<file path="src/rtl/uart_core_p.sv">
// uart_core_p: parametrised full-duplex UART (data width, stop bits, bit period).
// Define UART_PARITY_EN to insert/check a parity bit (PARITY_ODD selects odd).
module uart_core_p #(
  parameter int DATA_BITS    = 8,
  parameter int CLKS_PER_BIT = 434,
  parameter int STOP_BITS    = 1,
  parameter int PARITY_ODD   = 0
) (
  input  logic                 clk,
  input  logic                 reset,
  input  logic                 tx_start,
  input  logic [DATA_BITS-1:0] tx_data,
  output logic                 tx_busy,
  output logic                 tx_done,
  output logic                 tx,
  input  logic                 rx,
  output logic [DATA_BITS-1:0] rx_data,
  output logic                 rx_done,
  output logic                 rx_frame_err,
  output logic                 rx_parity_err
);

  localparam int CW = $clog2(CLKS_PER_BIT);
  localparam logic [CW-1:0] BIT_END  = CW'(CLKS_PER_BIT - 1);
  localparam logic [CW-1:0] HALF_END = CW'(CLKS_PER_BIT / 2 - 1);
  localparam logic [3:0] DATA_END = 4'(DATA_BITS - 1);
  localparam logic [3:0] STOP_END = 4'(STOP_BITS - 1);

  typedef enum logic [2:0] {
    S_IDLE,
    S_START,
    S_DATA,
`ifdef UART_PARITY_EN
    S_PAR,
`endif
    S_STOP
  } state_t;

  state_t               tx_state;
  logic [CW-1:0]        tx_cnt;
  logic [3:0]           tx_idx;
  logic [DATA_BITS-1:0] tx_sh;
  logic                 tx_tick;
`ifdef UART_PARITY_EN
  logic                 tx_par;
`endif

  assign tx_tick = (tx_cnt == BIT_END);

  always_ff @(posedge clk) begin
    if (reset) begin
      tx_state <= S_IDLE;
      tx_cnt   <= '0;
      tx_idx   <= '0;
      tx_sh    <= '0;
      tx       <= 1'b1;
      tx_busy  <= 1'b0;
      tx_done  <= 1'b0;
`ifdef UART_PARITY_EN
      tx_par   <= 1'b0;
`endif
    end else begin
      tx_done <= 1'b0;
      if (tx_state != S_IDLE)
        tx_cnt <= tx_tick ? '0 : tx_cnt + CW'(1);
      unique case (tx_state)
        S_IDLE: if (tx_start) begin
          tx_sh    <= tx_data;
`ifdef UART_PARITY_EN
          tx_par   <= (^tx_data) ^ PARITY_ODD[0];
`endif
          tx       <= 1'b0;
          tx_busy  <= 1'b1;
          tx_cnt   <= '0;
          tx_state <= S_START;
        end
        S_START: if (tx_tick) begin
          tx       <= tx_sh[0];
          tx_sh    <= tx_sh >> 1;
          tx_idx   <= '0;
          tx_state <= S_DATA;
        end
        S_DATA: if (tx_tick) begin
          if (tx_idx == DATA_END) begin
            tx_idx   <= '0;
`ifdef UART_PARITY_EN
            tx       <= tx_par;
            tx_state <= S_PAR;
`else
            tx       <= 1'b1;
            tx_state <= S_STOP;
`endif
          end else begin
            tx     <= tx_sh[0];
            tx_sh  <= tx_sh >> 1;
            tx_idx <= tx_idx + 4'd1;
          end
        end
`ifdef UART_PARITY_EN
        S_PAR: if (tx_tick) begin
          tx       <= 1'b1;
          tx_state <= S_STOP;
        end
`endif
        S_STOP: if (tx_tick) begin
          if (tx_idx == STOP_END) begin
            tx_busy  <= 1'b0;
            tx_done  <= 1'b1;
            tx_state <= S_IDLE;
          end else begin
            tx_idx <= tx_idx + 4'd1;
          end
        end
        default: tx_state <= S_IDLE;
      endcase
    end
  end

  logic                 rx_s1, rx_s2;
  state_t               rx_state;
  logic [CW-1:0]        rx_cnt;
  logic [3:0]           rx_idx;
  logic [DATA_BITS-1:0] rx_sh;
  logic                 rx_fe;
  logic                 rx_armed;
  logic                 rx_tick;
  logic                 stop_bad;
`ifdef UART_PARITY_EN
  logic                 rx_pe;
`endif

  always_ff @(posedge clk) begin
    if (reset) begin
      rx_s1 <= 1'b1;
      rx_s2 <= 1'b1;
    end else begin
      rx_s1 <= rx;
      rx_s2 <= rx_s1;
    end
  end

  // start bit is checked at its midpoint, every later bit one period on
  assign rx_tick  = (rx_state == S_START) ? (rx_cnt == HALF_END)
                                          : (rx_cnt == BIT_END);
  assign stop_bad = rx_fe | ~rx_s2;

  always_ff @(posedge clk) begin
    if (reset) begin
      rx_state     <= S_IDLE;
      rx_cnt       <= '0;
      rx_idx       <= '0;
      rx_sh        <= '0;
      rx_fe        <= 1'b0;
      rx_armed     <= 1'b1;
      rx_data      <= '0;
      rx_done      <= 1'b0;
      rx_frame_err <= 1'b0;
`ifdef UART_PARITY_EN
      rx_pe         <= 1'b0;
      rx_parity_err <= 1'b0;
`endif
    end else begin
      rx_done <= 1'b0;
      if (rx_state != S_IDLE)
        rx_cnt <= rx_tick ? '0 : rx_cnt + CW'(1);
      unique case (rx_state)
        S_IDLE: begin
          rx_armed <= rx_armed | rx_s2;
          if (rx_armed && !rx_s2) begin
            rx_cnt   <= '0;
            rx_fe    <= 1'b0;
            rx_state <= S_START;
          end
        end
        S_START: if (rx_tick) begin
          rx_idx   <= '0;
          rx_state <= rx_s2 ? S_IDLE : S_DATA;
        end
        S_DATA: if (rx_tick) begin
          rx_sh <= {rx_s2, rx_sh[DATA_BITS-1:1]};
          if (rx_idx == DATA_END) begin
            rx_idx   <= '0;
`ifdef UART_PARITY_EN
            rx_state <= S_PAR;
`else
            rx_state <= S_STOP;
`endif
          end else begin
            rx_idx <= rx_idx + 4'd1;
          end
        end
`ifdef UART_PARITY_EN
        S_PAR: if (rx_tick) begin
          rx_pe    <= (^rx_sh) ^ rx_s2 ^ PARITY_ODD[0];
          rx_state <= S_STOP;
        end
`endif
        S_STOP: if (rx_tick) begin
          if (rx_idx == STOP_END) begin
            rx_data      <= rx_sh;
            rx_frame_err <= stop_bad;
`ifdef UART_PARITY_EN
            rx_parity_err <= rx_pe;
`endif
            rx_done      <= 1'b1;
            // a low stop bit must see the line high again before rearming
            rx_armed     <= ~stop_bad;
            rx_state     <= S_IDLE;
          end else begin
            rx_fe  <= stop_bad;
            rx_idx <= rx_idx + 4'd1;
          end
        end
        default: rx_state <= S_IDLE;
      endcase
    end
  end

`ifndef UART_PARITY_EN
  assign rx_parity_err = 1'b0 & PARITY_ODD[0];
`endif

endmodule
</file>
<file path="config.mk">
export PLATFORM = sky130hd
export DESIGN_NAME = uart_core_p
export DESIGN_NICKNAME = d
export VERILOG_FILES = /design/src/rtl/uart_core_p.sv
export SDC_FILE = /design/constraint.sdc
export NUM_CORES = 1
export LEC_CHECK = 0
export CAP_MARGIN = 0
export CELL_PAD_IN_SITES_DETAIL_PLACEMENT = 0
export CELL_PAD_IN_SITES_GLOBAL_PLACEMENT = 1
export CORE_MARGIN = 1
export CORE_UTILIZATION = 40
export CTS_CLUSTER_SIZE = 10
export DETAILED_ROUTE_END_ITERATION = 12
export PLACE_DENSITY_LB_ADDON = 0.1
export SYNTH_ARGS = -nofsm -noshare
export SYNTH_HDL_FRONTEND = slang
export SYNTH_SLANG_ARGS = --single-unit
</file>
<file path="constraint.sdc">
create_clock -name clk -period 2.7 [get_ports clk]
set_input_delay 0.27 -clock clk [delete_from_list [all_inputs] [get_ports clk]]
set_output_delay 0.27 -clock clk [all_outputs]
set_load 0.02 [all_outputs]
</file>
Yosys cells after proc, flatten, opt, wreduce, memory -nomap -nowiden
Index checks and enable logic that the tools add are counted.

$add $sub $neg: 4. $mul: 0. Div/mod/pow operators: 0. Order comparisons: 0. Equality and inequality tests: 26. Shift operators: 0. Mux-type cells: 59. Bitwise gates (word level): 8. Reductions and logical operators: 26.

Operator list (number): $mux 9 (8); $mux 4 (10); $mux 3 (12); $mux 8 (4); $ne 2x2->1 const B (15); $pmux 3 s4 (2); $pmux 4 s3 (2); $pmux 8 s3 (1); $add 9x1->9 const B (2); $eq 9x9->1 const B (2); $mux 1 (15); $reduce_and 5->1 (3); $reduce_bool 3->1 (5); $eq 3x2->1 const B (4); $reduce_and 4->1 (3); $reduce_and 6->1 (2); $eq 9x8->1 const B (1); $add 4x1->4 const B (2); $eq 4x3->1 const B (2); $logic_not 4->1 (2); $eq 3x1->1 const B (2); $logic_not 3->1 (2); $not 1->1 (6); $pmux 1 s2 (3); 9 further kinds (13).

Register bits after elaboration: 65. Latch bits: 0. Bits in writable memories: 0. Memory bits (read-only): 0. Input bits: 12. Output and inout port bits: 14. Logic and storage cells: 141. Memories: 0.

Logic depth before layout (Yosys ltp)
Gate-level depths: netlist of run 1.

Depth after elaboration: 6. Gate-level depth with buffers: 8. Mapped depth without buffers: 7.

Worst setup path after synthesis of run 1
OpenSTA, ideal clock, no wires.

Path kind: reg2reg. Start point: register tx_state[0]. End point: register tx_idx[3]. Setup time: 0.070 ns. Arrival time: 1.829 ns. Data required time: 2.630 ns. Setup slack: 0.801 ns. Stages on the path, launching flop included: 8. Path buffers: 1. Period minus slack after synthesis: 1.899 ns. Cell sequence: dfxtp_1 > inv_1 > ha_1 > buf_6 > or2_2 > a2bb2oi_2 > or4_1 > a21oi_1.

Word-level cells in the longest chain between the ends: 3. Elaborated cells on any way between the ends: 10. Classes of those cells: eq/ne (7); mux (1); reduce/logical (2).

RTL lines: start, declared (line 39) `state_t tx_state;`; start signal, assigned (line 52) `tx_state <= S_IDLE;`; start signal, assigned (line 75) `tx_state <= S_START;`; start signal, assigned (line 81) `tx_state <= S_DATA;`; $eq 3x2->1 or $eq 3x1->1 (tied branches) (line 66) `unique case (tx_state)`; $ne 2x2->1 (no line) or $reduce_bool 3->1 (tied branches); $reduce_and 5->1 (no line); end signal, assigned (line 96) `tx_idx <= tx_idx + 4'd1;`; end signal, assigned (line 111) `tx_idx <= tx_idx + 4'd1;`; end, declared (line 41) `logic [3:0] tx_idx;`.

Parallel ways exist; a longest one is shown, timed or not. A chain may end at the register's enable or synchronous reset.

Worst setup path in the final report of run 1
Same ends and word-level chain as after synthesis.

==> impl_metrics.env, run 1 <==
export IMPL_result_of_the_run="completed"
export IMPL_grt_first_pass_wirelength_mm=11.4
export IMPL_required_ns=2.96
export IMPL_drt_iter0_markers=97
export IMPL_cts_path_max_buffers=2
export IMPL_floorplan_initialDensity_pct=42.3
export IMPL_compound_gate_portion_of_the_synthesized_area_pct=15.7
export IMPL_crit_arrival_ns=2.32
export IMPL_io_pins=26
export IMPL_drc=0
export IMPL_netlist_top_cells_count="sky130_fd_sc_hd__dfxtp_1, sky130_fd_sc_hd__nor2_1, sky130_fd_sc_hd__a21oi_1"
export IMPL_worst_clock_skew_ns=0.0113
export IMPL_rsz0062_at_grt="false"
export IMPL_antenna_found_initial=0
export IMPL_antenna_cells_inserted=0
export IMPL_clkLatencyLatePin_ns=0.34
export IMPL_synthXorXnorAreaFrac_pct=1.11
export IMPL_r2r_setup_slack_ns=0.64
export IMPL_synth_mux_area_fraction_pct=7.94
export IMPL_max_cap_violations=0
export IMPL_final_period_minus_worst_setup_slack_ns=2.06
export IMPL_fmax_mhz=484
export IMPL_power_density_nw_per_um2=758
export IMPL_synth_seq_area_share_pct=40.0
export IMPL_path_max_fanout=10
export IMPL_core_area_sq_um=7450
export IMPL_post_synth_instance_area_sq_um=3150
export IMPL_ant_nets=0
export IMPL_htree_num_levels=3
export IMPL_cts_bufs_inserted=9
export IMPL_design_die_area_sq_um=8240
export IMPL_layoutNonFillerInstCount=484
export IMPL_detail_route_wirelength_mm=6.46
export IMPL_endpoint_kind="flip-flop"
export IMPL_synth_enable_flop_cells=0
export IMPL_yosysUniqueCellTypes=63
export IMPL_yosys_warnings=0
export IMPL_report_final_hold_viol_count=0
export IMPL_ff_latch_count_synth=63
export IMPL_cts_root_buffer_type="sky130_fd_sc_hd__clkbuf_8"
export IMPL_grt_use_total_pct=17.1
export IMPL_postSynthCellCount=360
export IMPL_setup_violators_final=0
export IMPL_grt_pass1_vias=2456
export IMPL_count_of_pins_over_their_slew_limit=0
export IMPL_die_w_um=90.8
export IMPL_async_flop_share_pct=0
export IMPL_post_drt_via_cell_ratio=5.32
export IMPL_worst_slew_margin_pct=60.6
export IMPL_cts_clk_slew_worst_paths_ns=0.08
export IMPL_gpl_final_weighted_congestion=0.748
export IMPL_postCtsResizedCells=0
export IMPL_global_route_overflow_total=0
export IMPL_crit_type="reg -> reg"
export IMPL_synth_area_per_cell_sq_um=8.75
export IMPL_vdd_drop_max_mv=0.312
export IMPL_setup_tns_ns=0
export IMPL_cts_num_sinks=63
export IMPL_postCtsSetupBuffers=0
export IMPL_largest_net_degree_at_the_start_of_global_routing=33
export IMPL_synthesis_nets=384
export IMPL_hold_path_class="in -> reg"
export IMPL_synth_simple_gate_area_share_pct=25.6
export IMPL_finish_net_count=404
export IMPL_layout_area_overhead_vs_synth_pct=16.0
export IMPL_yosysTopAreaCellShare_pct=40.0
export IMPL_wl_per_cell_um=13.4
export IMPL_place_port_buffers=24
export IMPL_share_of_layout_cells_above_drive_strength_1_pct=9.61
export IMPL_adder_cell_area_share_of_the_yosys_netlist_pct=4.77
export IMPL_drt_pre_antenna_iters=4
export IMPL_holdBufCountCts=0
export IMPL_final_period_utilization_pct=76.5
export IMPL_most_repeated_cell_in_the_gate_level_netlist_after_synthesis="sky130_fd_sc_hd__dfxtp_1"
export IMPL_std_cell_rows=31
export IMPL_dr_total_vias=2577
export IMPL_die_height_um=90.8
export IMPL_startpoint_class_of_the_critical_path="flip-flop"
export IMPL_worst_margin_slew_ns=0.590
export IMPL_top_post_synthesis_cells_by_area="sky130_fd_sc_hd__dfxtp_1, sky130_fd_sc_hd__mux2i_1, sky130_fd_sc_hd__nor2_1, sky130_fd_sc_hd__ha_1, sky130_fd_sc_hd__a21oi_1"
export IMPL_static_leakage_power_nw=1.29
export IMPL_synth_top_family_by_area="simple AND/OR/NAND/NOR gates"
export IMPL_tritoncts="built"
export IMPL_synth_top_flop_cell="sky130_fd_sc_hd__dfxtp_1"
export IMPL_synthDominantAreaCellType="sky130_fd_sc_hd__dfxtp_1"
export IMPL_hpwlAfterDp_mm=4.45
export IMPL_dp_cells=468
[through the flow]
| stage | hold slack, ns | utilization [%] | worst slack, ns | power, mW | instance area [sq um] |
|---|---|---|---|---|---|
| 2_1_floorplan | 0.374 | - | 0.801 | 1.73 | 3150 |
| 3_5_place_dp | 0.398 | 46.1 | 0.647 | 1.89 | 3430 |
| 6_report | 0.365 | 49.1 | 0.635 | 2.77 | 3650 |
| 4_1_cts | 0.358 | 49.1 | 0.626 | 2.81 | 3650 |
| 5_1_grt | 0.412 | 49.1 | 0.426 | 2.96 | 3650 |
| 3_3_place_gp | 0.398 | 46.1 | 0.706 | 1.88 | 3430 |
[critical path, cell delays in order, from the launching register on]
cell,delay [ns]
sky130_fd_sc_hd__dfxtp_1,0.40
sky130_fd_sc_hd__inv_1,0.10
sky130_fd_sc_hd__ha_1,0.33
sky130_fd_sc_hd__or2_2,0.34
sky130_fd_sc_hd__a2bb2oi_2,0.18
sky130_fd_sc_hd__or4_1,0.51
sky130_fd_sc_hd__a21oi_1,0.14
[final timing paths]
check                   start            to  cells after the start
setup reg to reg  tx_state[0]     tx_idx[3]                      6
setup / recovery  tx_state[0]     tx_idx[3]                      6
hold reg to reg         rx_s1         rx_s2                      1
hold / removal          reset  rx_frame_err                      2
[report_power, final]
part           internal [mW]  switching [mW]  leakage (nW)  total [mW]
Sequential              1.03          0.0643         0.511        1.09
Combinational          0.320           0.447         0.677       0.768
Clock                  0.521           0.391         0.105       0.911
Total                   1.87           0.902          1.29        2.77
[kinds of logic after synthesis]
family / count (synthesis)
AND/OR/NAND/NOR: 145
AO/OA/AOI/OAI: 78
flip-flops: 63
buffers and inverters: 32
multiplexers: 25
adder cells (fa/ha/maj): 12
XOR/XNOR: 4
other: 1
[routing by layer]
layer | vias to the layer above | wire, um | global-route usage [%]
li1 | 1330 | - | -
met1 | 1201 | 3480 | 23.1
met2 | 37 | 2660 | 26.1
met3 | 9 | 212 | 3.11
met4 | 0 | 108 | 8.06
met5 | - | 0 | 0
[cell usage in the layout (no fill, tap or decap), drive strengths merged, types with 3 or more instances in the layout]
| cell | synthesis | routed |
|---|---|---|
| dfxtp | 63 | 63 |
| nor2 | 52 | 52 |
| a21oi | 30 | 30 |
| mux2i | 25 | 25 |
| clkdlybuf4s50 | 0 | 23 |
| nand2 | 20 | 20 |
| o21ai | 16 | 16 |
| inv | 15 | 15 |
| nand3 | 13 | 13 |
| ha | 12 | 12 |
| a211oi | 11 | 11 |
| clkbuf | 9 | 9 |
| nor3 | 8 | 8 |
| nor2b | 6 | 6 |
| or3 | 5 | 5 |
| nand2b | 4 | 4 |
| nand3b | 4 | 4 |
| or2 | 4 | 4 |
| and3 | 4 | 4 |
| nand4 | 4 | 4 |
| nor4 | 3 | 3 |
| o21a | 3 | 3 |
| a31oi | 3 | 3 |
| a22o | 3 | 3 |
| clkinv | 0 | 3 |
| buf | 7 | 3 |
[flip-flops by register name, summed over array words and instances, names as in the netlist]
name and count:
rx_sh 8, rx_frame_err 1, rx_s1 1, rx_done 1, rx_idx 4, tx_sh 8, tx_done 1, tx 1
rx_cnt 9, rx_armed 1, rx_data 8, tx_idx 4, tx_cnt 9, rx_fe 1, tx_state 2, rx_s2 1
tx_busy 1, rx_state 2
[final cells by class]
| type | count | area (sq um) |
|---|---|---|
| Fill cell | 748 | 3790 |
| Multi-Input combinational cell | 265 | 1740 |
| Sequential cell | 63 | 1260 |
| Timing Repair Buffer | 26 | 250 |
| Clock buffer | 9 | 124 |
| Tap cell | 99 | 124 |
| Clock inverter | 7 | 97.6 |
| Inverter | 15 | 56.3 |
No activity file was read; power rests on OpenSTA's default activity.
==> inputs of run 2 (changes only) <==
Clock period 2.7 ns to 1.7 ns, I/O delays scaled along.
==> impl_metrics.env, run 2 (synthesis results as in run 1) <==
export IMPL_result_of_the_run="completed"
export IMPL_place_port_buffers=24
export IMPL_hpwlAfterDp_mm=5.09
export IMPL_slack_of_the_critical_path_ns=0.00129
export IMPL_htree_num_levels=3
export IMPL_tritoncts="built"
export IMPL_hold_path_class="in -> reg"
export IMPL_grt_first_pass_wirelength_mm=12.1
export IMPL_detailed_place_area_sq_um=3860
export IMPL_max_cap_violations=0
export IMPL_cts_root_buffer_type="sky130_fd_sc_hd__clkbuf_8"
export IMPL_floorplan_initialDensity_pct=42.3
export IMPL_count_of_pins_over_their_slew_limit=0
export IMPL_report_final_hold_viol_count=0
export IMPL_endpoint="tx_idx[2]"
export IMPL_required_ns=1.96
export IMPL_fmax_mhz=589
export IMPL_final_period_utilization_pct=99.9
export IMPL_final_cell_area_sq_um=4260
export IMPL_die_w_um=90.8
export IMPL_drc=0
export IMPL_setup_violators_final=0
export IMPL_io_pins=26
export IMPL_worst_clock_skew_ns=0.0125
export IMPL_finish_net_count=457
export IMPL_ant_nets=0
export IMPL_total_power_mw=5.01
export IMPL_drt_pre_antenna_iters=4
export IMPL_r2r_setup_slack_ns=0.001
export IMPL_detail_route_wirelength_mm=7.18
export IMPL_dp_slack_ns=-0.104
export IMPL_antenna_found_initial=0
export IMPL_antenna_cells_inserted=0
export IMPL_worst_setup_path_startpoint="tx_state[1]"
export IMPL_path_max_fanout=4
export IMPL_most_common_layout_cells="sky130_fd_sc_hd__dfxtp_1, sky130_fd_sc_hd__buf_4, sky130_fd_sc_hd__nor2_1"
export IMPL_wl_per_cell_um=13.4
export IMPL_global_route_overflow_total=0
export IMPL_layout_area_overhead_vs_synth_pct=35.3
export IMPL_dp_cells=517
export IMPL_multiInputGateArea_sq_um=1890
export IMPL_rsz0062_at_grt="true"
export IMPL_grt_pass1_vias=2629
export IMPL_share_of_layout_cells_above_drive_strength_1_pct=27.4
export IMPL_dr_total_vias=2720
export IMPL_std_cell_rows=31
export IMPL_vdd_drop_max_mv=0.607
export IMPL_core_area_sq_um=7450
export IMPL_startpoint_class_of_the_critical_path="flip-flop"
export IMPL_die_height_um=90.8
export IMPL_setup_tns_ns=0
export IMPL_hold_slack_ns=0.224
export IMPL_design_die_area_sq_um=8240
export IMPL_drt_iter0_markers=88
export IMPL_layout_top_registers="rx_cnt (9), tx_cnt (9)"
export IMPL_clkLatencyLatePin_ns=0.34
export IMPL_cts_path_max_buffers=2
export IMPL_cts_num_sinks=63
export IMPL_crit_reg2reg_capture="tx_idx[2]"
export IMPL_grt_use_total_pct=18.3
export IMPL_seq_area_sq_um=1280
export IMPL_gpl_final_weighted_congestion=0.807
export IMPL_post_drt_via_cell_ratio=5.07
export IMPL_endpoint_kind="flip-flop"
export IMPL_largest_net_degree_at_the_start_of_global_routing=26
export IMPL_static_leakage_power_nw=1.60
export IMPL_power_density_nw_per_um2=1180
export IMPL_r2r_cells=6
export IMPL_layoutNonFillerInstCount=537
export IMPL_final_common_cell="sky130_fd_sc_hd__dfxtp_1"
export IMPL_final_period_minus_worst_setup_slack_ns=1.70
export IMPL_utilization_pct=57.2
export IMPL_nFillCells=672
export IMPL_holdBufCountCts=0
export IMPL_crit_arrival_ns=1.96
export IMPL_rr_startpoint="tx_state[1]"
export IMPL_crit_type="reg -> reg"
export IMPL_cts_bufs_inserted=9
export IMPL_cts_clk_slew_worst_paths_ns=0.08
==> run 2: worst max-delay path, cell delays in order (launching register included) <==
cell and delay [ns]:
sky130_fd_sc_hd__dfxtp_4 0.39, sky130_fd_sc_hd__inv_4 0.05, sky130_fd_sc_hd__ha_4 0.17, sky130_fd_sc_hd__or2_4 0.24, sky130_fd_sc_hd__a2bb2oi_4 0.18, sky130_fd_sc_hd__or4b_1 0.48
sky130_fd_sc_hd__a21oi_1 0.13
==> run 2: area by class of cell <==
class	instances	share of cell area, %
multi-input combinational	265	44.4
sequential	63	30.0
clock buffer	11	3.55
inverter	15	1.44
timing repair buffer	79	15.9
clock inverter	5	1.88
tap	99	2.91
==> run 2: worst min-delay path by stage <==
stage / start / to / depth (start not counted)
floorplan: rx / rx_s1 / 1
global placement: rx_s1 / rx_s2 / 1
detailed placement: rx_s1 / rx_s2 / 1
CTS: reset / rx_cnt[3] / 3
global route: reset / rx_cnt[3] / 3
finish: reset / rx_cnt[3] / 3
==> run 2: report_power, final <==
part	switching [mW]	internal, mW	total, mW	leakage, nW
Combinational	0.867	0.900	1.77	0.974
Clock	0.598	0.903	1.50	0.112
Sequential	0.105	1.64	1.74	0.515
Total	1.57	3.44	5.01	1.60
==> run 2: metal layers <==
layer | track usage [%] | routed length, um | up-vias
met4 | 8.47 | 109 | 0
met3 | 2.86 | 195 | 8
met5 | 0 | 0 | -
met2 | 29.1 | 3220 | 38
li1 | - | - | 1424
met1 | 24.2 | 3650 | 1250
==> run 2: what timing repair did <==
action	in CTS	in global routing
resized for setup	21	19
endpoints found under the setup margin	18	46
buffers inserted	3	1
pin swaps	10	14
==> inputs of run 3 (changes only) <==
Settings changed: CTS_CLUSTER_SIZE 10 to not set, GPL_ROUTABILITY_DRIVEN set to 0.
==> results of run 3 <==
Final layout, timing and power as in run 2 (identical DEF).
